==> config.mk <==
export PLATFORM = sky130hd
export DESIGN_NAME = output_argmax
export DESIGN_NICKNAME = d
export VERILOG_FILES = /design/src/rtl/dnn_pkg.sv /design/src/rtl/argmax_cmp.sv /design/src/rtl/output_argmax.sv
export SDC_FILE = /design/constraint.sdc
export NUM_CORES = 1
export LEC_CHECK = 0
export CAP_MARGIN = 40
export CORE_MARGIN = 2
export CORE_UTILIZATION = 50
export CTS_BUF_LIST = sky130_fd_sc_hd__clkbuf_16
export DETAILED_ROUTE_END_ITERATION = 16
export PLACE_DENSITY = 0.77
export SKIP_CTS_REPAIR_TIMING = 1
export SYNTH_ARGS = -nofsm -noshare
export SYNTH_HDL_FRONTEND = slang
export SYNTH_SLANG_ARGS = --single-unit
==> constraint.sdc <==
create_clock -name clk -period 3.1 [get_ports clk]
set_clock_uncertainty 0.05 [all_clocks]
set_input_delay 0.62 -clock clk [delete_from_list [all_inputs] [get_ports clk]]
set_output_delay 0.62 -clock clk [all_outputs]
set_load 0.03 [all_outputs]
==> src/rtl/dnn_pkg.sv <==
// Shared DNN constants and FSM types for the output layer and the argmax stage after it.
package dnn_pkg;
  localparam int OUT_LAYER_WIDTH = 17;
  localparam int NUM_CLASSES     = 4;

  typedef enum logic {ACCUM = 1'b0, HOLD = 1'b1} state_e;
endpackage

==> src/rtl/argmax_cmp.sv <==
// Signed strict greater-than. A tie keeps the incumbent, so the lower class index wins.
module argmax_cmp #(
  parameter int W = 17
) (
  input  logic signed [W-1:0] i_cand,
  input  logic signed [W-1:0] i_max,
  output logic                o_take_new
);
  assign o_take_new = (i_cand > i_max);
endmodule

==> src/rtl/output_argmax.sv <==
// Running argmax over NUM_CLASSES streamed scores.
// The winner is presented on a valid/ready port. A score that arrives while the port is held is dropped and flagged.
module output_argmax
  import dnn_pkg::*;
#(
  parameter  int DATA_WIDTH  = dnn_pkg::OUT_LAYER_WIDTH,
  parameter  int NUM_CLASSES = dnn_pkg::NUM_CLASSES,
  localparam int IDX_WIDTH   = $clog2(NUM_CLASSES)
) (
  input  logic                         clk,
  input  logic                         rst_n,
  input  logic                         in_valid,
  input  logic signed [DATA_WIDTH-1:0] in_data,
  output logic                         in_ready,
  input  logic                         flush,
  output logic                         out_valid,
  input  logic                         out_ready,
  output logic        [IDX_WIDTH-1:0]  out_class,
  output logic signed [DATA_WIDTH-1:0] out_score,
  output logic                         overrun
);

  state_e                        r_state, w_state_nxt;
  logic        [IDX_WIDTH-1:0]   r_count, r_max_idx, r_out_class;
  logic signed [DATA_WIDTH-1:0]  r_max_score, r_out_score;
  logic                          r_overrun;

  logic                          w_acc, w_last, w_take_new, w_take;
  logic signed [DATA_WIDTH-1:0]  w_new_max;
  logic        [IDX_WIDTH-1:0]   w_new_idx;

  argmax_cmp #(.W(DATA_WIDTH)) u_cmp (
    .i_cand     (in_data),
    .i_max      (r_max_score),
    .o_take_new (w_take_new)
  );

  // Flush suppresses acceptance, so a sample in a flush cycle is not counted.
  assign w_acc     = in_valid && (r_state == ACCUM) && !flush;
  assign w_last    = w_acc && (r_count == IDX_WIDTH'(NUM_CLASSES - 1));
  assign w_take    = (r_count == '0) || w_take_new;
  assign w_new_max = w_take ? in_data : r_max_score;
  assign w_new_idx = w_take ? r_count : r_max_idx;

  always_ff @(posedge clk or negedge rst_n) begin
    if (!rst_n) r_state <= ACCUM;
    else        r_state <= w_state_nxt;
  end

  always_comb begin
    w_state_nxt = r_state;
    if (flush) begin
      w_state_nxt = ACCUM;
    end else begin
      case (r_state)
        ACCUM:   if (w_last)    w_state_nxt = HOLD;
        HOLD:    if (out_ready) w_state_nxt = ACCUM;
        default: w_state_nxt = ACCUM;
      endcase
    end
  end

  always_comb begin
    in_ready  = (r_state == ACCUM);
    out_valid = (r_state == HOLD);
  end

  always_ff @(posedge clk or negedge rst_n) begin
    if (!rst_n) begin
      r_count     <= '0;
      r_max_score <= '0;
      r_max_idx   <= '0;
      r_out_score <= '0;
      r_out_class <= '0;
    end else if (flush) begin
      r_count <= '0;
    end else if (w_acc) begin
      r_max_score <= w_new_max;
      r_max_idx   <= w_new_idx;
      if (w_last) begin
        r_count     <= '0;
        r_out_score <= w_new_max;
        r_out_class <= w_new_idx;
      end else begin
        r_count <= r_count + IDX_WIDTH'(1);
      end
    end
  end

  always_ff @(posedge clk or negedge rst_n) begin
    if (!rst_n)                               r_overrun <= 1'b0;
    else if (flush)                           r_overrun <= 1'b0;
    else if (in_valid && (r_state == HOLD))   r_overrun <= 1'b1;
  end

  assign out_class = r_out_class;
  assign out_score = r_out_score;
  assign overrun   = r_overrun;

endmodule

==> results of run 1 <==
-- layer usage --
metal / vias to the layer above / part of all wire, % / GRT usage (%)
met4: 0 / 2.0 / 8.64
met1: 986 / 44 / 31.4
met5: - / 0 / 0
met2: 65 / 49 / 39.8
met3: 16 / 5.2 / 5.11
li1: 947 / - / -
-- layout make-up --
class | instances | area (um^2)
timing repair buffer | 66 | 618
clock inverter | 3 | 12.5
inverter | 20 | 75.1
tap | 52 | 65.1
multi-input combinational | 158 | 1150
clock buffer | 5 | 125
fill | 354 | 1350
sequential | 42 | 1050
-- cell usage in the layout (no fill, tap or decap) --
| cell type | synthesis | layout |
|---|---|---|
| nand2_1 | 5 | 5 |
| mux2_2 | 9 | 9 |
| clkdlybuf4s50_1 | 0 | 42 |
| mux2_4 | 10 | 10 |
| nor2b_1 | 2 | 2 |
| nor2_1 | 26 | 26 |
| a21oi_2 | 1 | 1 |
| and2_1 | 2 | 2 |
| o21ai_1 | 0 | 2 |
| inv_1 | 20 | 21 |
| buf_4 | 1 | 22 |
| nand3_1 | 2 | 2 |
| ha_1 | 19 | 19 |
| o21ai_4 | 1 | 1 |
| buf_2 | 3 | 1 |
| or4_1 | 1 | 1 |
| a211oi_1 | 1 | 1 |
| a2111oi_4 | 1 | 1 |
| o31ai_1 | 1 | 1 |
| clkinv_2 | 0 | 1 |
| buf_16 | 0 | 1 |
| dfrtp_1 | 42 | 42 |
| nand3b_1 | 1 | 1 |
| clkbuf_16 | 0 | 5 |
| o21bai_1 | 2 | 2 |
| clkinv_1 | 0 | 1 |
| nand4_1 | 3 | 3 |
| nor3_1 | 1 | 1 |
| o21ai_0 | 22 | 20 |
| a31oi_1 | 19 | 19 |
| mux2i_1 | 1 | 1 |
| a21o_1 | 2 | 2 |
| a21oi_1 | 25 | 25 |
| a2111o_1 | 1 | 1 |
-- worst paths after layout --
path | start | end | depth (start not counted)
max reg2reg | r_max_score[10] | r_max_score[0] | 9
min reg2reg | r_max_idx[0] | r_max_idx[0] | 1
min | rst_n | out_class[1] | 1
max | in_data[7] | r_max_score[0] | 9
max in group asynchronous | rst_n | out_score[7] | 2
min in group clk | r_max_idx[0] | r_max_idx[0] | 1
-- per-stage QoR --
| step | TNS, ps | hold WS, ps | cell area (um^2) |
|---|---|---|---|
| finish | 0 | 270 | 3100 |
| global route | 0 | 304 | 3100 |
| CTS | 0 | 281 | 3100 |
| detailed placement | -3790 | 451 | 2960 |
| global placement | -2020 | 438 | 2930 |
| floorplan | 0 | 274 | 2350 |
-- registers in the layout, indices dropped and copies added (netlist names) --
| register | flops |
|---|---|
| r_count | 2 |
| r_max_idx | 2 |
| overrun | 1 |
| out_valid | 1 |
| out_class | 2 |
| r_max_score | 17 |
| out_score | 17 |
-- kinds of logic (layout without fill, tap and decap cells) --
family	count (synthesis)	after routing	share of synthesized area [%]
compound gates	76	76	19.7
fa+ha+maj	19	19	10.1
buf+inv	33	94	6.28
flops	42	42	44.7
mux	20	20	11.1
simple gates	43	43	8.09
-- where the power goes --
group          internal (mW)  switching, mW
clock                  0.291          0.205
combinational          0.373          0.445
sequential             0.674         0.0856
==> flow_summary.ini, run 1 <==
[run_status]
run_status = complete, no violations

[place]
port_buffers = 43
post-place-cells = 338
routabilityCongestion = 0.843
dpl_worst_slack_ps = -209
place.detailed.hpwl_mm = 4.08

[timing]
max_clock_freq_ghz = 0.339
fin_ws_ps = 147
final-max-slew-violation-count = 0
tightestPinTransition_ps = 552
setup_repair_after_global_routing_missed_its_margin = no
timing.max_slew.rel_slack_pct = 63.2
layout_min_cycle_time_ps = 2950
setup_failing_eps_final = 0
timing_hold_violations_final = 0
fraction_of_the_cycle_the_final_worst_path_needs_pct = 95.3

[logic_synthesis]
postSynth.topFlopCell = dfrtp_1
syn_area_mm2 = 0.00235
post-synth-top-area-fraction_pct = 44.7
synthesis.nets = 274
synth_area_leaders = dfrtp_1 (45%), ha_1 (10%), mux2_4 (6.4%)
ys_types = 30
synth_largest_area_cell = dfrtp_1
yosys-top-cells-count = dfrtp_1 (42), nor2_1 (26), a21oi_1 (25), o21ai_0 (22), inv_1 (20)
yosys_warnings = 0
syn-mean-instance-area_um2 = 10.1
synth.ff_latch_count = 42
cell_count_after_synthesis = 233
ys_seq_area_share_pct = 44.7
synth_enable_flop_cells = 0
async_flop_share_pct = 100
synth_most_common_cell = dfrtp_1

[grt]
grt_antenna_before_repair = 0
globalRouteTotalUtil_pct = 24.1
grt_max_degree = 23
grt_pass1_vias = 2067
grt_first_pass_wirelength_mm = 9.80
grt_remaining_overflow = 0

[floorplan]
num_io_pins = 44
dieHeight_um = 72.6
floorplan.die.width_um = 72.6
die-area_mm2 = 0.00527
core_area_mm2 = 0.00444
floorplan.initialDensity_pct = 52.9
core.rowCount = 24

[setup_path]
timing.critical_path.required_ps = 3220
timing.critical_path.max_delay_family = simple AND/OR/NAND/NOR gates
path_cells = clkdlybuf4s50_1 -> ha_1 -> nand4_1 -> or4_1 -> o21ai_1 -> a21oi_2 -> o21ai_4 -> buf_4 -> mux2_2
critical_path.n_buffers_inverters = 2
critical_path_class = primary input to flip-flop
slowest_delay_ps = 540
worstSetupStartpointType = primary input
worstSetupEndpointType = flip-flop
cp_max_fo = 7
cp.arrival_ps = 3070
cp_slowest_cell = or4_1
r2r_slack_ps = 500

[power_and_ir_drop]
power.density_cell_area_mw_per_mm2 = 669
static-leakage-power_nw = 1.47
vdd_drop_max_uv = 355
total_power_mw = 2.07

[cells_and_area]
area_growth_pct = 31.8
final_layout_size_suffix_gt1_share_pct = 17.7
layout.core_utilization_pct = 69.7
final_net_count = 334
final_cells = 346
antenna_diode_instance_count = 0

[drt]
drt-wirelength-per-cell_um = 16.4
drc = 0
wl_mm = 5.68
dr.pass1.iters = 4
drt_first_iter_violations = 76
ant_nets = 0
post_dr_vias_cell = 5.82
routed-via-count = 2014

[min_path]
min-delay-path-class = primary input to async pin

[clock_tree]
clk_transition_reported_paths_ps = 60
ctsHtreeMaxLevel = 2
tritoncts_num_sinks = 42
cts_inserted_buffers = 5
cts_tree = built
clk-insertion-delay-late_ps = 290
cts.root.buffer_cell = clkbuf_16
clock_tree.buffer_depth = 2

[job]
max_cap_violation_count = 0
Power figures use the tool's default switching activity.
==> run 2, diff against run 1 <==
--- a/config.mk
+++ b/config.mk
@@ -5,12 +5,11 @@
 export SDC_FILE = /design/constraint.sdc
 export NUM_CORES = 1
 export LEC_CHECK = 0
-export CAP_MARGIN = 40
 export CORE_MARGIN = 2
 export CORE_UTILIZATION = 50
 export CTS_BUF_LIST = sky130_fd_sc_hd__clkbuf_16
 export DETAILED_ROUTE_END_ITERATION = 16
-export PLACE_DENSITY = 0.77
+export PLACE_DENSITY_LB_ADDON = 0.1
 export SKIP_CTS_REPAIR_TIMING = 1
 export SYNTH_ARGS = -nofsm -noshare
 export SYNTH_HDL_FRONTEND = slang
==> run 2 against run 1 <==
Net effect:
- via count shrank 4.7%
- sequential power shrank 0.7%
- die area is the same
- hold slack gained 150 ps
- wire length shrank 7.3%
- global-route usage shrank 2.7 points
- core utilization shrank 0.20 points
- final cell count shrank 0.58%
- first-iteration DRC count shrank 5.3%
- non-clock buffer count is the same
==> flow_summary.ini, run 2 (synthesized netlist as in run 1, its figures left out) <==
[setup_path]
cp_slowest_cell = or4_4
worstSetupStartpointType = primary input
cp.arrival_ps = 3120
slowest_delay_ps = 560
critical_path.n_buffers_inverters = 2
timing.critical_path.max_delay_family = simple AND/OR/NAND/NOR gates
timing.critical_path.required_ps = 3210
path_cells = clkdlybuf4s50_1 -> ha_1 -> nand4_1 -> or4_4 -> nand3b_1 -> nand2_1 -> o21ai_4 -> buf_12 -> mux2_2
cp_max_fo = 12
worstSetupEndpointType = flip-flop
critical_path_class = primary input to flip-flop

[clock_tree]
clock_tree.buffer_depth = 2
cts_tree = built
cts.root.buffer_cell = clkbuf_16
ctsHtreeMaxLevel = 2
clk_transition_reported_paths_ps = 50
cts_inserted_buffers = 5
clk-insertion-delay-late_ps = 280
tritoncts_num_sinks = 42

[floorplan]
core_area_mm2 = 0.00444
floorplan.initialDensity_pct = 52.9
core.rowCount = 24
die-area_mm2 = 0.00527
num_io_pins = 44
floorplan.die.width_um = 72.6
dieHeight_um = 72.6

[timing]
setup_failing_eps_final = 0
worst_case_hold_slack_ps = 422
final-max-slew-violation-count = 0
tns_ps = 0
setup_repair_after_global_routing_missed_its_margin = no
tightestPinTransition_ps = 916
max_clock_freq_ghz = 0.332
fraction_of_the_cycle_the_final_worst_path_needs_pct = 97.2
timing_hold_violations_final = 0
fin_ws_ps = 86.3
timing.max_slew.rel_slack_pct = 38.9
layout_min_cycle_time_ps = 3010

[cells_and_area]
area_growth_pct = 31.5
mostFrequentLayoutCells = clkdlybuf4s50_1 (42), dfrtp_1 (42), nor2_1 (26)
layout.core_utilization_pct = 69.5
multi_input_comb_area_mm2 = 0.00116
final_layout_size_suffix_gt1_share_pct = 18.2
fin_area_mm2 = 0.00309
num-fill-cells = 378
antenna_diode_instance_count = 0
final_net_count = 334
register_area_mm2 = 0.00105

[power_and_ir_drop]
static-leakage-power_nw = 1.46
vdd_drop_max_uv = 287
power.density_cell_area_mw_per_mm2 = 662

[drt]
wl_mm = 5.27
drt_first_iter_violations = 72
ant_nets = 0
drc = 0
routed-via-count = 1919
post_dr_vias_cell = 5.58
drt-wirelength-per-cell_um = 15.3
dr.pass1.iters = 4

[grt]
global_route.usage.met2_pct = 36.1
grt_first_pass_wirelength_mm = 8.71
gr-usage-met3_pct = 4.56
grtUsageMet1_pct = 28.1
globalRouteTotalUtil_pct = 21.4
grt.busiest_layer = met2
grt_pass1_vias = 1927
grt_antenna_before_repair = 0
grt_max_degree = 43
grt_remaining_overflow = 0

[place]
place.detailed.hpwl_mm = 3.69
port_buffers = 43
dpl_worst_slack_ps = -249
routabilityCongestion = 0.770
placedInstanceArea_mm2 = 0.00295

[min_path]
min-delay-path-class = primary input to async pin

[job]
max_cap_violation_count = 0

[run_status]
run_status = complete, no violations
[run 2: cell count changes in the layout (fill, tap and decap cells not counted)]
cell      delta
o21ai_2      +1
or4_4        +1
or4_1        -1
clkinv_2     -1
inv_1        -1
o21ai_1      -2
buf_16       -1
o21ai_0      +1
buf_12       +1
[run 2: routing by layer]
metal	share of wire, %	wire (um)	vias up
met5	0	0	-
met4	0.87	46	0
met3	4.5	238	5
met2	48	2530	48
met1	46	2450	922
li1	-	-	944
[run 2: through the flow]
| step | total power [mW] | std cells |
|---|---|---|
| 2_1_floorplan | 1.25 | 233 |
| 5_1_grt | 2.17 | 344 |
| 3_3_place_gp | 1.56 | 338 |
| 3_5_place_dp | 1.57 | 338 |
| 4_1_cts | 2.06 | 344 |
| 6_report | 2.05 | 344 |
[run 2: worst paths after layout]
path                                     start        endpoint  slack, ps  depth (start not counted)
worst min-delay path                     rst_n    out_score[1]        420                          1
worst max register to register  r_max_score[7]  r_max_score[3]        490                          9
worst max-delay path                in_data[7]  r_max_score[3]         90                          9
min in group clk                       overrun         overrun        450                          2
worst min register to register         overrun         overrun        450                          2
max in group asynchronous                rst_n    out_score[5]       1990                          1
[run 2: where the power goes]
| part | internal [mW] | total [mW] | switching, mW |
|---|---|---|---|
| combinational | 0.380 | 0.817 | 0.436 |
| clock | 0.286 | 0.474 | 0.188 |
| sequential | 0.674 | 0.755 | 0.0811 |
| total | 1.34 | 2.05 | 0.705 |
[run 2: worst reg2reg max path, delay by kind of cell, from the launching register on]
family | cells | cell delay (ps)
buffers and inverters | 2 | 220
adders and majority gates | 1 | 300
AOI/OAI and AO/OA | 1 | 210
muxes | 1 | 350
DFF | 1 | 360
and+or+nand+nor | 4 | 1000
[run 2: layout make-up]
type                       count  area share [%]
clock buffer                   5            4.05
clock inverter                 1           0.121
inverter                      20            2.43
multi-input combinational    158            37.5
sequential                    42            34.0
tap                           52            2.11
timing repair buffer          66            19.8
==> run 3, diff against run 2 <==
--- a/config.mk
+++ b/config.mk
@@ -9,6 +9,7 @@
 export CORE_UTILIZATION = 50
 export CTS_BUF_LIST = sky130_fd_sc_hd__clkbuf_16
 export DETAILED_ROUTE_END_ITERATION = 16
+export GPL_TIMING_DRIVEN = 0
 export PLACE_DENSITY_LB_ADDON = 0.1
 export SKIP_CTS_REPAIR_TIMING = 1
 export SYNTH_ARGS = -nofsm -noshare
==> run 3 against run 2 <==
Net effect:
- global-route usage is 1.2 points higher
- hold slack worse by 180 ps
- largest power group unchanged
- die area stayed put
- largest cell class unchanged
- register-to-register slack worse by 220 ps
==> flow_summary.ini, run 3 (synthesized netlist as in run 1, its figures left out) <==
[drt]
drt_first_iter_violations = 91
dr.pass1.iters = 4
drt-wirelength-per-cell_um = 17.0
ant_nets = 0
wl_mm = 5.83
routed-via-count = 1943
post_dr_vias_cell = 5.66
drc = 0

[floorplan]
core.rowCount = 24
dieHeight_um = 72.6
floorplan.initialDensity_pct = 52.9
floorplan.die.width_um = 72.6
num_io_pins = 44
die-area_mm2 = 0.00527
core_area_mm2 = 0.00444

[clock_tree]
cts.root.buffer_cell = clkbuf_16
clock_tree.buffer_depth = 2
ctsHtreeMaxLevel = 2
cts_tree = built
cts_inserted_buffers = 5
tritoncts_num_sinks = 42
clk_transition_reported_paths_ps = 60
clk-insertion-delay-late_ps = 280

[timing]
final-max-slew-violation-count = 0
fraction_of_the_cycle_the_final_worst_path_needs_pct = 97.7
tightestPinTransition_ps = 545
timing_hold_violations_final = 0
max_clock_freq_ghz = 0.330
timing.max_slew.rel_slack_pct = 63.7
tns_ps = 0
setup_failing_eps_final = 0
layout_min_cycle_time_ps = 3030

[place]
place.detailed.hpwl_mm = 3.66
routabilityCongestion = 0.812
post-place-cells = 329
port_buffers = 43

[power_and_ir_drop]
vdd_drop_max_uv = 346
static-leakage-power_nw = 1.56
total_power_mw = 2.11
power.density_cell_area_mw_per_mm2 = 656

[grt]
grt_max_degree = 25
grt_first_pass_wirelength_mm = 9.18
globalRouteTotalUtil_pct = 22.6
grt_remaining_overflow = 0
grt_pass1_vias = 1917
grt_antenna_before_repair = 0

[cells_and_area]
num-fill-cells = 345
area_growth_pct = 36.6
final_net_count = 332
antenna_diode_instance_count = 0
final_layout_size_suffix_gt1_share_pct = 18.2
mostFrequentLayoutCells = dfrtp_1 (42), clkdlybuf4s50_1 (31), nor2_1 (26)
mostFrequentLayoutCell = dfrtp_1
final_cells = 343

[setup_path]
path_cells = clkdlybuf4s50_1 -> ha_1 -> nand3_1 -> or4_4 -> nand3b_1 -> nand2_2 -> buf_6 -> o21ai_4 -> clkbuf_16 -> mux2_4
critical_path.n_buffers_inverters = 3
cp_max_fo = 10
timing.critical_path.required_ps = 3220
worstSetupStartpointType = primary input
cp.arrival_ps = 3150
timing.critical_path.max_delay_family = buffers and inverters
cp_slowest_cell = clkdlybuf4s50_1
slowest_delay_ps = 450
critical_path_class = primary input to flip-flop
worstSetupEndpointType = flip-flop

[min_path]
min-delay-path-class = primary input to async pin

[run_status]
run_status = complete, no violations

[job]
max_cap_violation_count = 0
-- run 3: changes by cell type in the layout (fill, tap and decap cells not counted), sizes merged --
cell	change
buf	-11
clkbuf	+9
clkdlybuf4s50	-11
clkinv	-1
dlymetal6s2s	+11
inv	+2
-- run 3: layout make-up --
class	instances	area (um^2)	share of cell area, %
clock buffers	5	125	3.90
clock inverters	2	7.51	0.234
repair buffers	51	559	17.4
well taps	52	65.1	2.03
flip-flops and latches	42	1050	32.7
multi-input cells	158	1250	38.8
plain buffers	13	82.6	2.57
inverters	20	75.1	2.34
-- run 3: worst paths after layout --
path / from / endpoint / slack [ps] / cells past startpoint
max: in_data[3] / r_max_score[16] / 70 / 10
min: rst_n / out_score[0] / 240 / 1
max reg2reg: r_max_score[10] / r_max_score[16] / 270 / 10
max in group asynchronous: rst_n / out_valid / 2270 / 2
min in group clk: overrun / overrun / 460 / 2
min reg2reg: overrun / overrun / 460 / 2
-- run 3: metal layers --
| metal | vias up | share of wire, % | GRT usage [%] |
|---|---|---|---|
| met5 | - | 0 | 0 |
| met4 | 0 | 1.7 | 7.61 |
| met3 | 11 | 4.7 | 4.56 |
| met2 | 51 | 49 | 35.7 |
| met1 | 935 | 45 | 31.4 |
| li1 | 946 | - | - |
-- run 3: power breakdown --
group / leakage [nW] / internal [mW] / switching [mW]
registers: 0.530 / 0.674 / 0.0820
logic: 0.956 / 0.392 / 0.468
clock network: 0.0723 / 0.288 / 0.202
-- run 3: per-stage QoR --
step | hold slack [ps] | worst slack, ps | area (um^2) | utilization, %
after floorplan | 274 | 286 | 2350 | -
after global placement | 443 | -481 | 2850 | 64.0
after detailed placement | 448 | -456 | 2860 | 64.4
after CTS | 252 | -204 | 2990 | 67.4
after global routing | 275 | -18.4 | 3210 | 72.3
final | 241 | 70.4 | 3210 | 72.3
